<file path="src/rtl/rsa_modexp_seq.sv">
// Sequential square-and-multiply modular exponentiation: result = base^exponent mod modulus.
// Two interleaved shift-add modular multipliers give a fixed EXP_BITS*(WIDTH+1) cycle latency.
module rsa_modexp_seq #(
  parameter int unsigned WIDTH    = 25,
  parameter int unsigned EXP_BITS = 25
) (
  input  logic                clk,
  input  logic                rst_n,
  input  logic                start,
  input  logic [WIDTH-1:0]    base,
  input  logic [EXP_BITS-1:0] exponent,
  input  logic [WIDTH-1:0]    modulus,
  output logic                busy,
  output logic                done,
  output logic [WIDTH-1:0]    result,
  output logic                err
);

  localparam int unsigned BW = (WIDTH > 1) ? $clog2(WIDTH) : 1;
  localparam int unsigned IW = (EXP_BITS > 1) ? $clog2(EXP_BITS) : 1;

  typedef enum logic [1:0] {
    S_IDLE,
    S_MUL,
    S_NEXT,
    S_DONE
  } state_t;

  state_t                state_q;
  logic [WIDTH-1:0]      n_q;
  logic [WIDTH-1:0]      r_q;
  logic [WIDTH-1:0]      b_q;
  logic [EXP_BITS-1:0]   e_q;
  logic [WIDTH-1:0]      p1_q;
  logic [WIDTH-1:0]      p2_q;
  logic [WIDTH-1:0]      p1_d;
  logic [WIDTH-1:0]      p2_d;
  logic [BW-1:0]         bit_q;
  logic [IW-1:0]         iter_q;
  logic                  mul_bit;

  // One MSB-first shift-add step; acc stays < n, so WIDTH+1 bits never overflow.
  function automatic logic [WIDTH-1:0] mod_step(input logic [WIDTH-1:0] acc,
                                                 input logic [WIDTH-1:0] addend,
                                                 input logic [WIDTH-1:0] n,
                                                 input logic             bit_v);
    logic [WIDTH:0] t;
    logic [WIDTH:0] nn;
    nn = {1'b0, n};
    t  = {acc, 1'b0};
    if (t >= nn) t = t - nn;
    if (bit_v) begin
      t = t + {1'b0, addend};
      if (t >= nn) t = t - nn;
    end
    return t[WIDTH-1:0];
  endfunction

  // Both products share the multiplier operand B: P1 = R*B, P2 = B*B.
  always_comb begin
    mul_bit = b_q[bit_q];
    p1_d    = mod_step(p1_q, r_q, n_q, mul_bit);
    p2_d    = mod_step(p2_q, b_q, n_q, mul_bit);
  end

  always_ff @(posedge clk or negedge rst_n) begin
    if (!rst_n) begin
      state_q <= S_IDLE;
      n_q     <= '0;
      r_q     <= '0;
      b_q     <= '0;
      e_q     <= '0;
      p1_q    <= '0;
      p2_q    <= '0;
      bit_q   <= '0;
      iter_q  <= '0;
      busy    <= 1'b0;
      done    <= 1'b0;
      result  <= '0;
      err     <= 1'b0;
    end else begin
      case (state_q)
        S_IDLE: begin
          done <= 1'b0;
          if (start) begin
            n_q    <= modulus;
            e_q    <= exponent;
            b_q    <= base;
            r_q    <= WIDTH'(1);
            p1_q   <= '0;
            p2_q   <= '0;
            bit_q  <= BW'(WIDTH - 1);
            iter_q <= '0;
            result <= '0;
            err    <= 1'b0;
            if ((modulus < WIDTH'(2)) || (base >= modulus)) begin
              err     <= 1'b1;
              done    <= 1'b1;
              state_q <= S_DONE;
            end else begin
              busy    <= 1'b1;
              state_q <= S_MUL;
            end
          end
        end
        S_MUL: begin
          p1_q <= p1_d;
          p2_q <= p2_d;
          if (bit_q == '0) state_q <= S_NEXT;
          else bit_q <= bit_q - BW'(1);
        end
        S_NEXT: begin
          // Products are always formed; only the R update depends on the exponent bit.
          if (e_q[0]) r_q <= p1_q;
          b_q    <= p2_q;
          e_q    <= e_q >> 1;
          iter_q <= iter_q + IW'(1);
          p1_q   <= '0;
          p2_q   <= '0;
          bit_q  <= BW'(WIDTH - 1);
          if (iter_q == IW'(EXP_BITS - 1)) begin
            busy    <= 1'b0;
            done    <= 1'b1;
            result  <= e_q[0] ? p1_q : r_q;
            state_q <= S_DONE;
          end else begin
            state_q <= S_MUL;
          end
        end
        S_DONE: begin
          done    <= 1'b0;
          state_q <= S_IDLE;
        end
        default: state_q <= S_IDLE;
      endcase
    end
  end

endmodule

</file>
<file path="config.mk">
export PLATFORM = sky130hd
export DESIGN_NAME = rsa_modexp_seq
export DESIGN_NICKNAME = d
export VERILOG_FILES = /design/src/rtl/rsa_modexp_seq.sv
export SDC_FILE = /design/constraint.sdc
export NUM_CORES = 1
export LEC_CHECK = 0
export ABC_AREA = 1
export BUFFER_PORTS_ARGS = -buffer_cell sky130_fd_sc_hd__buf_4
export CAP_MARGIN = 10
export CELL_PAD_IN_SITES_DETAIL_PLACEMENT = 2
export CELL_PAD_IN_SITES_GLOBAL_PLACEMENT = 2
export CORE_UTILIZATION = 38
export CTS_BUF_LIST = sky130_fd_sc_hd__clkbuf_16
export CTS_CLUSTER_SIZE = 8
export DETAILED_ROUTE_END_ITERATION = 10
export PLACE_DENSITY = 0.95
export SLEW_MARGIN = 5
export SYNTH_ARGS = -nofsm -noshare
export SYNTH_HDL_FRONTEND = slang
export SYNTH_SLANG_ARGS = --single-unit
</file>
<file path="constraint.sdc">
create_clock -name clk -period 12.5 [get_ports clk]
set_input_delay 2.5 -clock clk [delete_from_list [all_inputs] [get_ports clk]]
set_output_delay 2.5 -clock clk [all_outputs]
set_load 0.1 [all_outputs]
</file>
==> metrics.yaml, run 1 <==
synth:
  synth_edf_count: 0
  ys_types: 48
  synth_seq_cells: 190
  synth_seq_area_share: 0.240
  syn_inst: 3135
  synth_area_sq_um: 19800
  ys.warnings.count: 0
  mappedNetlistNets: 3398
  syn_avg_cell_area_sq_um: 6.31
  async_flop_share: 1.00
  synthFlopType: "dfrtp_1"
layout:
  syn_to_final_growth_pct: 10.3
  drive_gt1_frac: 0.0615
  fillerInstances: 6339
  nNetsFinal: 3453
  mostFrequentLayoutCells: "nand2_1, inv_1, a21oi_1"
  layout_commonest_cell: "nand2_1"
timing:
  setup_viol: 0
  whs_ps: 512
  min_period_ps: 9730
  hold_viol_final: 0
  skew_ps: 27.4
  grt_setup_unrepaired: "no"
  drv_slew: 0
  tns_ps: 0
  min_period_over_period: 0.779
  relSlewSlack: 0.130
  worst_slew_pin_slew_ps: 1290
  fmax_ghz: 0.103
floorplan:
  initial_core_util: 0.385
  dieWidth_microns: 230
  ios: 106
  std_cell_rows: 83
  die_y_microns: 230
  dieArea_sq_um: 53000
  coreArea_sq_um: 51400
placement:
  portBuffers: 105
  hpwl_microns: 91200
  place_congestion: 1.03
setup_path:
  r2r_slack_ps: 2770
  critical-path-max-stage-delay_ps: 740
  cp.required_ps: 12770
  crit_type: "reg -> reg"
  worstPathMaxFanout: 42
  timing.rr.start: "n_q[11]"
  slowest_stage: "dfrtp_1"
  worst_setup_path_start_kind: "flop"
  startpoint: "n_q[11]"
  cp.arrival_ps: 10000
  cp_common_cell: "nand2_1"
  r2r_end: "p2_q[4]"
  critPathCaptureType: "flop"
  cp-endpoint: "p2_q[4]"
  ff2ff_path_depth: 39
routing:
  wl_per_cell_microns: 33.0
  drcViolationCount: 0
  first_pass_iters: 6
  vias: 25442
  first_iter_violations: 2795
  wl_microns: 128000
  vias_per_cell: 6.54
  ant_nets: 0
global_routing:
  grtUsageTotal: 0.479
  grt_antenna_before_repair: 9
  grt-ovfl-total: 0
  grt_pass1_vias: 27550
  grt_max_degree: 103
  grt_pass1_wl_microns: 187000
clock_network:
  path_clk_slew_ps: 90
  cts-root-buf: "clkbuf_16"
  cts-hold-fix-buffers: 0
  cts_inserted_buffers: 17
  cts_tree: "built"
  cts_sinks: 190
  cts_resized: 0
  cts_buffer_depth: 2
  postCtsSetupBuffers: 0
  htree_levels: 4
  clkLatencyLatePin_ps: 520
min_path:
  hp-class: "reg -> reg"
run_status:
  status: "complete, no violations"
run:
  maxCapViolCount: 0
worst min-delay path by stage:
stage	from	end	depth (start not counted)	slack, ps
floorplan	n_q[10]	n_q[10]	2	450
global placement	n_q[15]	n_q[15]	2	460
detailed placement	n_q[22]	n_q[22]	2	480
CTS	n_q[22]	n_q[22]	2	510
global route	n_q[22]	n_q[22]	2	540
finish	n_q[22]	n_q[22]	2	510
final cells by class:
class,count,area [sq um],share of cell area
Antenna cell,9,22.5,0.00103
Clock buffer,17,425,0.0195
Clock inverter,14,171,0.00786
Inverter,414,1550,0.0713
Multi-Input combinational cell,2443,13100,0.600
Sequential cell,190,4750,0.218
Tap cell,680,851,0.0390
Timing Repair Buffer,124,937,0.0430
worst max-delay path: cells and delay by family (launching register included):
| family | cells | cell delay (ps) |
|---|---|---|
| AND/OR/NAND/NOR | 25 | 4000 |
| buffers and inverters | 7 | 2060 |
| AO/OA/AOI/OAI | 4 | 1140 |
| flip-flops | 1 | 740 |
| adder cells (fa/ha/maj) | 3 | 1460 |
metal layers:
metal	global-route usage	vias to the layer above	part of all wire	wire [microns]
met5	0	-	0.00048	62
met3	0.165	692	0.11	14000
met1	0.557	12634	0.38	48600
met2	0.741	1716	0.43	55800
li1	-	10390	-	-
met4	0.326	10	0.077	9950
stage by stage:
stage               std cells  cell area [sq um]  worst slack, ps   util
detailed placement       3851              21200             3960  0.412
finish                   3891              21800             2770  0.424
floorplan                3135              19800             7530      -
CTS                      3882              21800             3740  0.424
global placement         3851              21200             4560  0.412
global route             3882              21800             2670  0.424
synth_stat cells, types with 4 or more instances:
master,count,area share
nand2_1,1004,0.19
inv_1,403,0.076
a21oi_1,227,0.057
o21ai_0,226,0.057
nor2_1,204,0.039
nand3_1,195,0.049
dfrtp_1,190,0.24
ha_1,179,0.11
nand4_1,91,0.029
xor2_1,66,0.029
clkbuf_1,57,0.011
xnor2_1,46,0.020
o211ai_1,35,0.013
nor3_1,27,0.0068
o21bai_1,23,0.0087
buf_2,21,0.0053
a31oi_1,16,0.0051
a21o_1,15,0.0057
o21ai_1,14,0.0035
or2_2,13,0.0041
o31ai_1,10,0.0038
inv_2,8,0.0015
nor4_1,8,0.0025
fa_1,6,0.0061
nor2_2,5,0.0016
buf_6,4,0.0023
flip-flops by register name (all words and copies together) (netlist names), 25 cells and up:
register / cells
b_q: 25
e_q: 25
n_q: 25
p1_q: 25
p2_q: 25
r_q: 25
result: 25
cell families (layout without fill, tap and decap cells):
family | after synthesis | count (layout) | share of synthesized area
buffers and inverters | 502 | 569 | 0.0987
and+or+nand+nor | 1565 | 1565 | 0.331
other | 0 | 9 | 0
adders and majority gates | 185 | 185 | 0.119
AOI/OAI and AO/OA | 581 | 581 | 0.161
xor gates and xnor gates | 112 | 112 | 0.0496
DFF | 190 | 190 | 0.240
Power of run 1 is not shown: default switching activity piles up to over one toggle a cycle in this logic, so the estimate is an artifact.
==> run 2, diff against run 1 <==
--- a/config.mk
+++ b/config.mk
@@ -5,16 +5,16 @@
 export SDC_FILE = /design/constraint.sdc
 export NUM_CORES = 1
 export LEC_CHECK = 0
-export ABC_AREA = 1
+export ABC_AREA = 0
 export BUFFER_PORTS_ARGS = -buffer_cell sky130_fd_sc_hd__buf_4
 export CAP_MARGIN = 10
 export CELL_PAD_IN_SITES_DETAIL_PLACEMENT = 2
 export CELL_PAD_IN_SITES_GLOBAL_PLACEMENT = 2
-export CORE_UTILIZATION = 38
+export CORE_UTILIZATION = 35
 export CTS_BUF_LIST = sky130_fd_sc_hd__clkbuf_16
 export CTS_CLUSTER_SIZE = 8
 export DETAILED_ROUTE_END_ITERATION = 10
-export PLACE_DENSITY = 0.95
+export PLACE_DENSITY = 0.89
 export SLEW_MARGIN = 5
 export SYNTH_ARGS = -nofsm -noshare
 export SYNTH_HDL_FRONTEND = slang
==> constraint.sdc (replaced) <==
create_clock -name clk -period 8.06 [get_ports clk]
set_input_delay 1.612 -clock clk [delete_from_list [all_inputs] [get_ports clk]]
set_output_delay 1.612 -clock clk [all_outputs]
set_load 0.1 [all_outputs]
==> run 2 against run 1 <==
The flow now finishes with violations (negative setup slack). Register-to-register slack worse by 2800 ps. Non-clock buffer count is 50 higher. Via count fell by 26%. Die area fell by 2.2%. Global-route usage shrank 16 points. Core utilization decreased by 2.0 points. Fmax is 21% higher.
==> metrics.yaml, run 2 <==
synth:
  ys.warnings.count: 0  # unchanged
  syn_avg_cell_area_sq_um: 8.21  # was 6.31 sq um
  async_flop_share: 1.00  # unchanged
  mappedNetlistNets: 2431  # was 3398
  ys_types: 97  # was 48
  synth_area_sq_um: 17800  # was 19800 sq um
  yosys.area.top_type: "dfrtp_1"  # unchanged
  netlist.area_leader.share: 0.267  # was 0.240
  yosys-top-cells-area: "dfrtp_1, ha_1, nand2_1, a21oi_1, xnor2_1"  # was dfrtp_1, nand2_1, ha_1, inv_1, a21oi_1
  synthFlopType: "dfrtp_1"  # unchanged
  syn_inst: 2168  # was 3135
  synth_commonest_cells: "nand2_1, dfrtp_1, ha_1"  # was nand2_1, inv_1, a21oi_1
  synth_edf_count: 0  # unchanged
  synth_seq_cells: 190  # unchanged
  yosysMostFrequentCell: "nand2_1"  # unchanged
  synth_seq_area_share: 0.267  # was 0.240
timing:
  skew_ps: 19.2  # was 27.4 ps
  fmax_ghz: 0.124  # was 0.103 GHz
  min_period_over_period: 1.00  # was 0.779
  whs_ps: 494  # was 512 ps
  hold_viol_final: 0  # unchanged
  drv_slew: 0  # unchanged
  setup_viol: 1  # was 0
  worst_slew_pin_slew_ps: 1160  # was 1290 ps
  min_period_ps: 8070  # was 9730 ps
  fin_ws_ps: -5.50  # was 2770 ps
  relSlewSlack: 0.224  # was 0.130
clock_network:
  cts_inserted_buffers: 17  # unchanged
  cts-hold-fix-buffers: 0  # unchanged
  cts_sinks: 190  # unchanged
  htree_levels: 4  # unchanged
  clkLatencyLatePin_ps: 510  # was 520 ps
  path_clk_slew_ps: 90  # about the same
  cts_buffer_depth: 2  # unchanged
  cts_tree: "built"  # unchanged
  cts-root-buf: "clkbuf_16"  # unchanged
setup_path:
  cp.arrival_ps: 8440  # was 10000 ps
  timing.rr.start: "n_q[11]"  # unchanged
  cp.required_ps: 8430  # was 12770 ps
  slowest_stage: "ha_1"  # was dfrtp_1
  critical-path-max-stage-delay_ps: 540  # was 740 ps
  crit_type: "reg -> reg"  # unchanged
  critPathCaptureType: "flop"  # unchanged
  worst_setup_path_start_kind: "flop"  # unchanged
  startpoint: "n_q[11]"  # unchanged
  worstPathMaxFanout: 31  # was 42
floorplan:
  die_y_microns: 228  # was 230 microns
  std_cell_rows: 82  # was 83
  dieWidth_microns: 228  # was 230 microns
  dieArea_sq_um: 51800  # was 53000 sq um
  ios: 106  # unchanged
  initial_core_util: 0.355  # was 0.385
  coreArea_sq_um: 50200  # was 51400 sq um
routing:
  first_iter_violations: 1524  # was 2795
  drcViolationCount: 0  # unchanged
  vias: 18855  # was 25442
  wl_microns: 84900  # was 128000 microns
  vias_per_cell: 6.42  # was 6.54
  ant_nets: 0  # unchanged
  first_pass_iters: 5  # was 6
  wl_per_cell_microns: 28.9  # was 33.0 microns
layout:
  drive_gt1_frac: 0.132  # was 0.0615
  diodes: 0  # was 9
  final_cell_area_sq_um: 20300  # was 21800 sq um
  final_util: 0.404  # was 0.424
  layout_commonest_cell: "nand2_1"  # unchanged
  multi_input_area_sq_um: 12400  # was 13100 sq um
  regArea_sq_um: 4760  # was 4750 sq um
  syn_to_final_growth_pct: 14.0  # was 10.3%
  nNetsFinal: 2518  # was 3453
  fillerInstances: 5559  # was 6339
  mostFrequentLayoutCells: "nand2_1, dfrtp_1, ha_1"  # was nand2_1, inv_1, a21oi_1
global_routing:
  grt_antenna_before_repair: 1  # was 9
  grt-ovfl-total: 0  # unchanged
  grt_pass1_wl_microns: 126000  # was 187000 microns
  grtUsageTotal: 0.322  # was 0.479
  grt_max_degree: 77  # was 103
  grt_pass1_vias: 20238  # was 27550
placement:
  place_worst_setup_slack_ps: -90.4  # was 3960 ps
  portBuffers: 105  # unchanged
  hpwl_microns: 62900  # was 91200 microns
  place_congestion: 0.976  # was 1.03
  postPlaceCellArea_sq_um: 19500  # was 21200 sq um
min_path:
  hp-class: "reg -> reg"  # unchanged
  hp-start: "result[4]"  # was n_q[22]
run_status:
  violations: "negative setup slack"
  status: "finished with violations"  # was complete, no violations
run:
  maxCapViolCount: 0  # unchanged
==> run 2: path summary, 6_finish.rpt <==
check | to | slack (ps) | cells after the start
max in group asynchronous | result[14] | 5490 | 2
min in group asynchronous | p1_q[16] | 1130 | 1
max reg2reg | p1_q[16] | -5 | 28
min | result[4] | 490 | 2
max | p1_q[16] | -5 | 28
min reg2reg | result[4] | 490 | 2
==> run 2: cell type report <==
type / count / area share
repair buffers: 174 / 0.0655
clock buffers: 17 / 0.0210
clock inverters: 14 / 0.00857
well taps: 672 / 0.0414
multi-input cells: 1765 / 0.609
flip-flops and latches: 190 / 0.234
inverters: 107 / 0.0198
==> run 2: logic make-up (layout without fill, tap and decap cells) <==
family,Yosys count,after routing,share of synthesized area
buf+inv,213,312,0.0480
compound gates,747,747,0.287
flops,190,190,0.267
fa+ha+maj,185,185,0.133
xor+xnor,133,133,0.0673
mux,48,48,0.0332
simple gates,652,652,0.165
==> run 2: per-layer routing <==
metal | up-vias | GRT usage | wire length (microns)
li1 | 8140 | - | -
met1 | 9694 | 0.403 | 35100
met2 | 761 | 0.535 | 40300
met3 | 258 | 0.0493 | 4970
met4 | 2 | 0.166 | 4450
met5 | - | 0 | 8
==> run 2: through the flow <==
step	cells	setup TNS, ps
final	2939	-5.50
after global placement	2899	0
after CTS	2930	0
after detailed placement	2899	-582
after global routing	2939	-830
after floorplan	2168	0
==> run 2: what timing repair did <==
action | CTS | global route
buffers inserted | 0 | 9
pin swaps | 1 | 7
cloned | 0 | 0
endpoints found under the setup margin | 30 | 50
gates resized for setup | 5 | 25
==> run 2: worst max-delay path, delay by kind of cell, from the launching register on <==
| family | cells | cell delay (ps) |
|---|---|---|
| AOI/OAI and AO/OA | 14 | 3670 |
| xor gates and xnor gates | 1 | 360 |
| adders and majority gates | 3 | 1260 |
| buffers and inverters | 4 | 910 |
| DFF | 1 | 360 |
| and+or+nand+nor | 6 | 1320 |
Power of run 2 is left out for the same reason.
